## src/rtl/mem_access_unit.sv

```systemverilog
// MEM-stage to Wishbone data-bus bridge: lane steering, load extraction/extension, stall and fault reporting.
// Optional feature macro MEM_ALIGN_CHECK_EN: reject misaligned half/word accesses instead of force-aligning them.
module mem_access_unit #(
    parameter int TIMEOUT = 255
) (
    input  logic        clk,
    input  logic        rst_n,
    input  logic        mem_ren,
    input  logic        mem_wen,
    input  logic [1:0]  mem_type,
    input  logic        mem_ext,
    input  logic [31:0] mem_addr,
    input  logic [31:0] mem_dout,
    output logic [31:0] mem_din,
    output logic        mem_stall,
    output logic        mem_unalign,
    output logic        bus_err,
    output logic        wb_cyc,
    output logic        wb_stb,
    output logic        wb_we,
    output logic [3:0]  wb_sel,
    output logic [31:0] wb_addr,
    output logic [31:0] wb_dout,
    input  logic [31:0] wb_din,
    input  logic        wb_ack,
    input  logic        wb_err
);
    typedef enum logic [1:0] {IDLE, BUSY, DONE} state_t;

    state_t      state;
    logic [7:0]  cnt;
    logic [1:0]  lane_q;
    logic [1:0]  type_q;
    logic        ext_q;
    logic        req;
    logic        misalign;
    logic        timeout_hit;
    logic [1:0]  lane_lo;

    // Byte offset actually used on the bus: half drops a[0], word (and type 11) drops a[1:0].
    function automatic logic [1:0] align_lo(input logic [1:0] typ, input logic [1:0] lo);
        case (typ)
            2'b10:   return lo;
            2'b01:   return {lo[1], 1'b0};
            default: return 2'b00;
        endcase
    endfunction

    function automatic logic [3:0] lane_sel(input logic [1:0] typ, input logic [1:0] lo);
        case (typ)
            2'b10:   return 4'b0001 << lo;
            2'b01:   return 4'b0011 << {lo[1], 1'b0};
            default: return 4'b1111;
        endcase
    endfunction

    function automatic logic [31:0] wr_data(input logic [1:0] typ, input logic [31:0] d);
        case (typ)
            2'b10:   return {4{d[7:0]}};
            2'b01:   return {2{d[15:0]}};
            default: return d;
        endcase
    endfunction

    function automatic logic [31:0] rd_extract(input logic [1:0] typ, input logic ext,
                                              input logic [1:0] lo, input logic [31:0] din);
        logic [31:0] sh;
        sh = din >> {lo, 3'b000};
        case (typ)
            2'b10:   return {{24{ext & sh[7]}}, sh[7:0]};
            2'b01:   return {{16{ext & sh[15]}}, sh[15:0]};
            default: return din;
        endcase
    endfunction

    assign req         = mem_ren | mem_wen;
    assign lane_lo     = align_lo(mem_type, mem_addr[1:0]);
    assign timeout_hit = (TIMEOUT != 0) && (cnt == 8'(TIMEOUT - 1));

`ifdef MEM_ALIGN_CHECK_EN
    always_comb begin
        case (mem_type)
            2'b10:   misalign = 1'b0;
            2'b01:   misalign = req & mem_addr[0];
            default: misalign = req & (mem_addr[1:0] != 2'b00);
        endcase
    end
    assign mem_unalign = misalign;
`else
    assign misalign    = 1'b0;
    assign mem_unalign = 1'b0;
`endif

    always_comb begin
        mem_stall = 1'b0;
        if (rst_n) begin
            case (state)
                IDLE:    mem_stall = req & ~misalign;
                BUSY:    mem_stall = 1'b1;
                default: mem_stall = 1'b0;
            endcase
        end
    end

    always_ff @(posedge clk) begin
        if (!rst_n) begin
            state   <= IDLE;
            cnt     <= 8'd0;
            wb_cyc  <= 1'b0;
            wb_stb  <= 1'b0;
            wb_we   <= 1'b0;
            wb_sel  <= 4'b0000;
            wb_addr <= 32'd0;
            wb_dout <= 32'd0;
            mem_din <= 32'd0;
            bus_err <= 1'b0;
            lane_q  <= 2'b00;
            type_q  <= 2'b00;
            ext_q   <= 1'b0;
        end else begin
            case (state)
                IDLE: begin
                    bus_err <= 1'b0;
                    if (req && !misalign) begin
                        wb_cyc  <= 1'b1;
                        wb_stb  <= 1'b1;
                        wb_we   <= mem_wen;
                        wb_sel  <= lane_sel(mem_type, lane_lo);
                        wb_addr <= {mem_addr[31:2], 2'b00};
                        wb_dout <= wr_data(mem_type, mem_dout);
                        lane_q  <= lane_lo;
                        type_q  <= mem_type;
                        ext_q   <= mem_ext;
                        cnt     <= 8'd0;
                        state   <= BUSY;
                    end
                end
                BUSY: begin
                    cnt <= cnt + 8'd1;
                    // ack wins over err when a slave raises both in the same cycle
                    if (wb_ack) begin
                        wb_cyc  <= 1'b0;
                        wb_stb  <= 1'b0;
                        mem_din <= wb_we ? 32'd0 : rd_extract(type_q, ext_q, lane_q, wb_din);
                        state   <= DONE;
                    end else if (wb_err || timeout_hit) begin
                        wb_cyc  <= 1'b0;
                        wb_stb  <= 1'b0;
                        mem_din <= 32'd0;
                        bus_err <= 1'b1;
                        state   <= DONE;
                    end
                end
                default: begin
                    bus_err <= 1'b0;
                    state   <= IDLE;
                end
            endcase
        end
    end
endmodule

```

## config.mk

```make
export PLATFORM = sky130hd
export DESIGN_NAME = mem_access_unit
export DESIGN_NICKNAME = d
export VERILOG_FILES = /design/src/rtl/mem_access_unit.sv
export SDC_FILE = /design/constraint.sdc
export NUM_CORES = 1
export LEC_CHECK = 0
export CAP_MARGIN = 30
export CORE_MARGIN = 1
export CORE_UTILIZATION = 39
export DETAILED_ROUTE_END_ITERATION = 10
export PLACE_DENSITY = 0.77
export SLEW_MARGIN = 10
export SYNTH_ARGS = -nofsm -noshare
export SYNTH_HDL_FRONTEND = slang
export SYNTH_SLANG_ARGS = --single-unit
```

## constraint.sdc

```tcl
create_clock -name clk -period 2 [get_ports clk]
set_input_delay 0.4 -clock clk [delete_from_list [all_inputs] [get_ports clk]]
set_output_delay 0.4 -clock clk [all_outputs]
set_load 0.01 [all_outputs]
```

; ---- Word level (Yosys, flattened, before mapping)
; Index checks and enable logic that the tools add are counted.
; W data, S select, Z words.
[word_totals]
register_bits = 116
in_bits = 105
output_inout_bits = 106
word_cells = 58
[op_classes]
add_sub_neg = 1
eq_ne = 8
n_shift = 3
n_mux = 19
bitwise = 4
reduce_logical = 11
[op_table]
columns = op, n
row1 = $pmux W32 S2, 2
row2 = $mux W32, 3
row3 = $shr A32 B5 Y16, 1
row4 = $pmux W8 S2, 1
row5 = $reduce_and A2 Y1, 6
row6 = $add A8 B1 Y8 const B, 1
row7 = $eq A8 B8 Y1 const B, 1
row8 = $mux W8, 1
row9 = $pmux W2 S2, 2
row10 = $pmux W4 S2, 1
row11 = $eq A2 B1 Y1 const B, 3
row12 = $mux W2, 3
row13 = $eq A2 B2 Y1 const B, 2
row14 = $mux W1, 4
row15 = $pmux W1 S2, 2
row16 = $reduce_bool A2 Y1, 2
row17 = $shl A1 B2 Y4 const A, 1
row18 = $shl A2 B2 Y4 const A, 1
row19 = $ne A3 B3 Y1 const B, 1
row20 = $reduce_and A3 Y1, 1
row21 = $and A1 B1 Y1, 2
row22 = $logic_not A2 Y1, 1
row23 = $ne A2 B2 Y1 const B, 1
row24 = $logic_or A1 B1 Y1, 1
row25 = other kinds (2), 2

; ---- Longest topological paths before layout
; Gate-level depths: netlist of run 1.
[logic_depth]
ltp_word = 5
mapped_depth = 8
ltp_nobuf = 7

; ---- Worst setup path before layout of run 1
; OpenSTA, ideal clock, no wires.
[synth_timing]
path_type = reg2reg
start = register type_q[0]
end = register mem_din[6]
setup_time_ns = 0.123
arrival_time_ns = 1.772
t_required_ns = 1.877
path_slack_ns = 0.106
stages_incl_launch_ff = 9
path_buffers = 3
synth_period_minus_slack_ns = 1.894
path_cell_list = dfxtp_1 inv_1 ha_1 clkbuf_1 clkbuf_1 buf_1 a211oi_1 a21oi_1 o21ai_0
[synth_between]
elab_chain_len = 4
word_cells_on_any_way = 5
cone_classes = eq/ne (2) / mux (3)
[synth_rtl]
columns = element, line_no
row1 = start: declaration, 33  ; logic [1:0] type_q;
row2 = start signal: assignment, 132  ; type_q <= mem_type;
row3 = $eq A2 B1 Y1 or $eq A2 B2 Y1 (tied branches), 69  ; case (typ)
row4 = $pmux W32 S2 (*), 69
row5 = $mux W32 (*), 144  ; mem_din <= wb_we ? 32'd0 : rd_extract(type_q, ext_q, lane_q, wb_din);
row6 = $mux W32 (*), 141  ; if (wb_ack) begin
row7 = end signal: assignment, 144
row8 = end: declaration, 14  ; output logic [31:0] mem_din,
; Every way passes the cells marked *; elsewhere a longest branch is shown, timed or not.
; A chain may end at the register's enable or synchronous reset.

; ---- Worst setup path in the final report of run 1
[layout_timing]
start = register lane_q[1]
end = register mem_din[14]
[layout_between]
elab_chain_len = 5
[layout_rtl]
columns = element, line_no
row1 = start: declaration, 32  ; logic [1:0] lane_q;
row2 = start signal: assignment, 131  ; lane_q <= lane_lo;
row3 = $shr A32 B5 Y16 (*), 68  ; sh = din >> {lo, 3'b000};
row4 = $and A1 B1 Y1, 70  ; 2'b10: return {{24{ext & sh[7]}}, sh[7:0]};
row5 = $pmux W32 S2 (*), 69
row6 = $mux W32 (*), 144
row7 = $mux W32 (*), 141
; Marked as above.

==> results.yml, run 1 <==
outcome:
  run_status: "completed"
power:
  clkPwrFrac_pct: 39.6
  p_per_area_mw_per_mm2: 847.1
  p_leak_nw: 3.022
  p_sw_share_pct: 26.59
  seqPwrFrac_pct: 38.7
  switchingPower_mw: 1.787
  combinationalPowerShare_pct: 21.7
  internal_power_mw: 4.931
  max-vdd-ir-drop_uv: 486.0
timing:
  period_needed_ns: 1.878
  worst_pin_slew_ns: 0.6406
  slew_headroom_pct: 57.29
  fin_crit_sh_pct: 93.91
  skew_ns: 0.003918
  rsz0062_at_grt: "no"
  fmax_mhz: 532.4
  hold_ws_ns: 0.4521
  hold_viol: 0
  setup_violations: 0
  slew_violations: 0
synthesis:
  synth_simple_gate_area_share_pct: 17.36
  synth_mux_area_share_pct: 3.110
  synth.distinct_cells: 45
  synth_fa_ha_area_share_pct: 1.505
  synthArstFlopShare_pct: 0
  synth_edf_count: 0
  synth_area_per_cell_sq_um: 8.232
  syn_inst: 606
  synth_top_family_by_area: "compound AO/OA/AOI/OAI gates"
  synth_xor_area_share_pct: 0
  synth_seq_cells: 116
  yosysWarningCount: 0
  ys_seq_area_share_pct: 46.55
  syn-cell-area_sq_mm: 0.004989
  synthFlopType: "dfxtp_1"
  synth_compound_area_share_pct: 25.81
final_layout:
  stdcell_count: 1000
  drive_above_1_share_pct: 9.736
  layout_commonest_cell: "clkdlybuf4s50_1"
  mostFrequentLayoutCells: "clkdlybuf4s50_1 (206), dfxtp_1 (116), nand2_1 (104), a21oi_1 (77), o21ai_0 (53)"
  syn2layout_area_growth_pct: 58.97
  final_net_count: 933
  antenna_cells: 0
  stdcell_area_sq_mm: 0.007930
die:
  die_h_microns: 115.1
  die_x_microns: 115.1
  placementRows: 40
  dieArea_sq_mm: 0.01325
  boundaryPins: 211
  core_area_sq_mm: 0.01226
  initial_core_util_pct: 40.68
setup_path:
  crit_required_ns: 2.30
  critPathTopFamily: "multiplexers"
  worstPathMaxFanout: 7
  rrSetupSlack_ns: 0.12
  worstPathCellList: "mux4_2 -> a31oi_4 -> nor2b_2 -> nor2b_4 -> a211o_1"
  r2r_end: "mem_din[14]"
  max_stage_delay_ns: 0.60
  crit_path_top_delay_cell: "mux4_2"
  cp-end-kind: "flop"
  critPathKind: "reg2reg"
  ff2ff_path_depth: 5
  arrival_ns: 2.18
  reg2reg_from: "lane_q[1]"
  cp-start-kind: "flop"
  crit_buf_inv: 0
drt:
  drtIter0Drc: 493
  vias_per_cell: 5.387
  wl_microns: 16700
  drc_errors: 0
  vias: 5387
  ant_nets: 0
  dr.pass1.iters: 5
  wl_per_cell_microns: 16.70
global_route:
  grtUsageTotal_pct: 25.37
  grt_pass1_vias: 5144
  grt_first_pass_wirelength_microns: 25920
  antenna_found_initial: 0
  overflow: 0
  grt_max_degree: 60
clock_network:
  clk_pin_slew_worst_paths_ns: 0.05
  htreeDepth: 4
  cts_hold_buf: 0
  cts-root-buf: "clkbuf_16"
  clock_sinks: 116
  clockBufferDepth: 2
  cts_buffers: 17
  cts_tree: "yes"
  clock_latency_ns: 0.41
worst_hold_path:
  worstHoldPathCells: 2
  hp-start: "wb_addr[16]"
  min_path_type: "reg2reg"
  min_to: "wb_addr[16]"
place:
  placed_area_sq_mm: 0.007407
  dp_hpwl_microns: 12040
  portBuffers: 207
  dp_cells: 971
  place.gp.congestion: 0.9358
run:
  maxCapViolCount: 0
## flip-flops by register name, indices dropped and copies added, names as in the netlist
| register | cells |
|---|---|
| mem_din | 32 |
| wb_dout | 32 |
| wb_addr | 30 |
| cnt | 8 |
| wb_sel | 4 |
| lane_q | 2 |
| state | 2 |
| type_q | 2 |
| bus_err | 1 |
| ext_q | 1 |
| wb_stb | 1 |
| wb_we | 1 |
## what timing repair did
item                       in CTS  in global routing
gates resized for setup         2                  3
gates cloned                    0                  0
buffers inserted                0                  0
pin swaps                       0                  0
hold endpoints to repair        0                  0
setup endpoints to repair       1                 22
## metal layers
metal / vias up / global-route usage (%) / part of all wire [%]
li1: 2562 / - / -
met1: 2530 / 29.31 / 39
met4: 0 / 12.12 / 2.8
met5: - / 0 / 0
met2: 262 / 42.85 / 49
met3: 33 / 7.749 / 9.3
## layout make-up
| class | instances | area (sq um) |
|---|---|---|
| Tap cell | 168 | 210.2 |
| Sequential cell | 116 | 2322 |
| Clock inverter | 6 | 30.03 |
| Timing Repair Buffer | 246 | 2410 |
| Fill cell | 996 | 4332 |
| Multi-Input combinational cell | 427 | 2417 |
| Clock buffer | 23 | 488.0 |
| Inverter | 14 | 52.55 |
## logic make-up (layout without fill, tap and decap cells)
kind of cell	count (synthesis)	after routing
buf+inv	65	289
fa+ha+maj	6	6
compound gates	202	202
mux	14	14
flops	116	116
other cells	1	3
simple gates	202	202
## worst reg2reg max path, delay by kind of cell, from the launching register on
kind,cells,cell delay (ns)
AO/OA/AOI/OAI,2,0.50
AND/OR/NAND/NOR,2,0.24
flip-flops,1,0.42
multiplexers,1,0.60
## Yosys cell counts, types with 5 or more instances
cell type  instances  area [sq um]
o21ai_0           53         265.3
o22a_1             7         61.31
nand2_1          104         390.4
dfxtp_1          116          2322
ha_1               6         75.07
nand3_1            7         35.03
a21oi_1           77         385.4
nor2_1            52         195.2
a221o_1           22         220.2
nand2b_1          10         62.56
a221oi_1           8         70.07
inv_1             13         48.80
a211oi_1           8         60.06
a22oi_1            9         67.56
o221ai_1           6         52.55
buf_4              5         37.54
clkbuf_1          34         127.6
mux2i_1           11         110.1
buf_2              6         30.03
nor3_1            13         65.06
## worst max path at each step
stage,from,end,slack [ns],cells after the start
floorplan,type_q[0],mem_din[6],0.11,8
global placement,mem_wen,mem_stall,-0.29,5
detailed placement,mem_wen,mem_stall,-0.29,5
CTS,mem_wen,mem_stall,0.002,5
global route,mem_ren,mem_stall,0.03,5
finish,lane_q[1],mem_din[14],0.12,5
## metrics by stage
step	setup slack, ns	TNS, ns	total power [mW]	utilization, %
final	0.1219	0	6.718	64.67
after floorplan	0.1056	0	3.255	-
after detailed placement	-0.2920	-6.366	4.087	60.41
after global routing	0.02984	0	7.010	64.67
after CTS	0.001906	0	6.753	64.63
after global placement	-0.2907	-3.764	4.054	60.41
## power groups by stage
stage,clock (mW),combinational (mW),sequential (mW)
floorplan,0,0.550,2.71
global placement,0,1.42,2.64
detailed placement,0,1.44,2.64
CTS,2.70,1.46,2.60
global route,2.82,1.57,2.62
finish,2.66,1.46,2.60
Power figures use the tool's default switching activity.
==> run 2: changes to the inputs <==
==> constraint.sdc (replaced) <==
create_clock -name clk -period 2 [get_ports clk]
set_input_delay 0.4 -clock clk [delete_from_list [all_inputs] [get_ports clk]]
set_output_delay 0.4 -clock clk [all_outputs]
set_load 0.02 [all_outputs]
==> run 2 against run 1 <==
Via count down 0.48%. Global-route usage down 0.088 points. Final cell count up 0.30%. Die area unchanged. Wire length down 0.97%. Worst setup slack worse by 0.045 ns. Clock power up 16%. Sequential share of layout area down 0.28 points. Critical path type is now in2out. Highest routed layer unchanged.
==> results.yml, run 2 (synthesis results as in run 1) <==
outcome:
  run_status: "completed"
drt:
  dr.pass1.iters: 5
  drtIter0Drc: 478
  wl_microns: 16540
  drc_errors: 0
  wl_per_cell_microns: 16.49
  vias_per_cell: 5.345
  ant_nets: 0
  vias: 5361
final_layout:
  fill_cells: 1022
  layout_commonest_cell: "clkdlybuf4s50_1"
  multi_input_area_sq_mm: 0.002419
  mostFrequentLayoutCells: "clkdlybuf4s50_1 (206), dfxtp_1 (116), nand2_1 (104), a21oi_1 (77), o21ai_0 (53)"
  final_net_count: 934
  syn2layout_area_growth_pct: 60.52
  antenna_cells: 0
  area.sequential_sq_mm: 0.002322
  drive_above_1_share_pct: 10.42
  stdcell_count: 1003
  reg_top3: "mem_din: 32 flops, wb_dout: 32 flops, wb_addr: 30 flops"
setup_path:
  cp-startpoint: "mem_wen"
  arrival_ns: 1.52
  worstPathMaxFanout: 2
  cp-end-kind: "output pin"
  cp-start-kind: "primary input"
  worstPathCellList: "clkdlybuf4s50_1 -> nor3_1 -> or2_2 -> nor2_1 -> buf_2"
  max_stage_delay_ns: 0.48
  critPathKind: "in2out"
  reg2reg_from: "type_q[0]"
  crit_required_ns: 1.60
  crit_path_top_delay_cell: "clkdlybuf4s50_1"
place:
  dp_cells: 972
  portBuffers: 207
  dp_hpwl_microns: 11920
  place.gp.congestion: 0.8773
timing:
  period_needed_ns: 1.923
  fin_crit_sh_pct: 96.16
  slew_violations: 0
  setup_violations: 0
  fmax_mhz: 520.0
  slew_headroom_pct: 57.54
  worst_pin_slew_ns: 0.6369
  skew_ns: 0.006116
  rsz0062_at_grt: "no"
  hold_ws_ns: 0.4509
  hold_viol: 0
clock_network:
  cts_setup_buffers: 0
  clock_sinks: 116
  cts_tree: "yes"
  cts-root-buf: "clkbuf_16"
  clockBufferDepth: 2
  cts_buffers: 17
  ctsResizeCount: 5
  clock_latency_ns: 0.41
  cts_hold_buf: 0
  clk_pin_slew_worst_paths_ns: 0.05
  htreeDepth: 4
worst_hold_path:
  min_path_type: "reg2reg"
  hp-start: "mem_din[5]"
die:
  core_area_sq_mm: 0.01226
  boundaryPins: 211
  die_h_microns: 115.1
  die_x_microns: 115.1
  initial_core_util_pct: 40.68
  placementRows: 40
  dieArea_sq_mm: 0.01325
global_route:
  overflow: 0
  antenna_found_initial: 0
  grt_first_pass_wirelength_microns: 25780
  grt_max_degree: 60
  grt_pass1_vias: 5321
  grtUsageTotal_pct: 25.28
run:
  maxCapViolCount: 0
power:
  p_per_area_mw_per_mm2: 907.6
  p_leak_nw: 3.062
  max-vdd-ir-drop_uv: 617.8
## run 2: routing by layer
layer  GRT usage [%]  up-vias  part of all wire (%)  wire [microns]
li1                -     2566                     -               -
met4           10.91        0                   2.5             416
met5               0        -                     0               0
met3           8.856       33                   8.9            1469
met2           43.29      252                    49            8032
met1           28.46     2510                    40            6620
## run 2: layout make-up
| class | instances | area share [%] |
|---|---|---|
| Clock inverter | 11 | 1.656 |
| Inverter | 14 | 0.6563 |
| Multi-Input combinational cell | 427 | 30.20 |
| Timing Repair Buffer | 247 | 30.03 |
| Clock buffer | 20 | 5.828 |
| Sequential cell | 116 | 29.00 |
| Tap cell | 168 | 2.625 |
## run 2: stage by stage
stage	power (mW)	setup WS (ns)	TNS, ns	area [sq um]	utilization, %
2_1_floorplan	3.385	0.1056	0	4996	-
3_3_place_gp	4.179	-0.3633	-5.508	7402	60.37
3_5_place_dp	4.213	-0.3615	-7.577	7402	60.37
4_1_cts	7.313	0.07491	0	8004	65.28
5_1_grt	7.554	0.008461	0	8008	65.31
6_report	7.268	0.07680	0	8008	65.31
## run 2: power by group
| part | internal [mW] | switching [mW] | total (mW) |
|---|---|---|---|
| registers | 2.49 | 0.103 | 2.60 |
| logic | 0.759 | 0.825 | 1.58 |
| clock network | 2.03 | 1.06 | 3.09 |
## run 2: worst max-delay path: cells and delay by family
kind                   cells  cell delay [ns]
buffers and inverters      2             0.66
AND/OR/NAND/NOR            3             0.45
## run 2: final timing paths
kind | to | slack, ns | cells past startpoint
setup reg to reg | mem_din[2] | 0.13 | 6
setup / recovery | mem_stall | 0.08 | 5
hold reg to reg | mem_din[5] | 0.45 | 2
hold / removal | mem_din[5] | 0.45 | 2
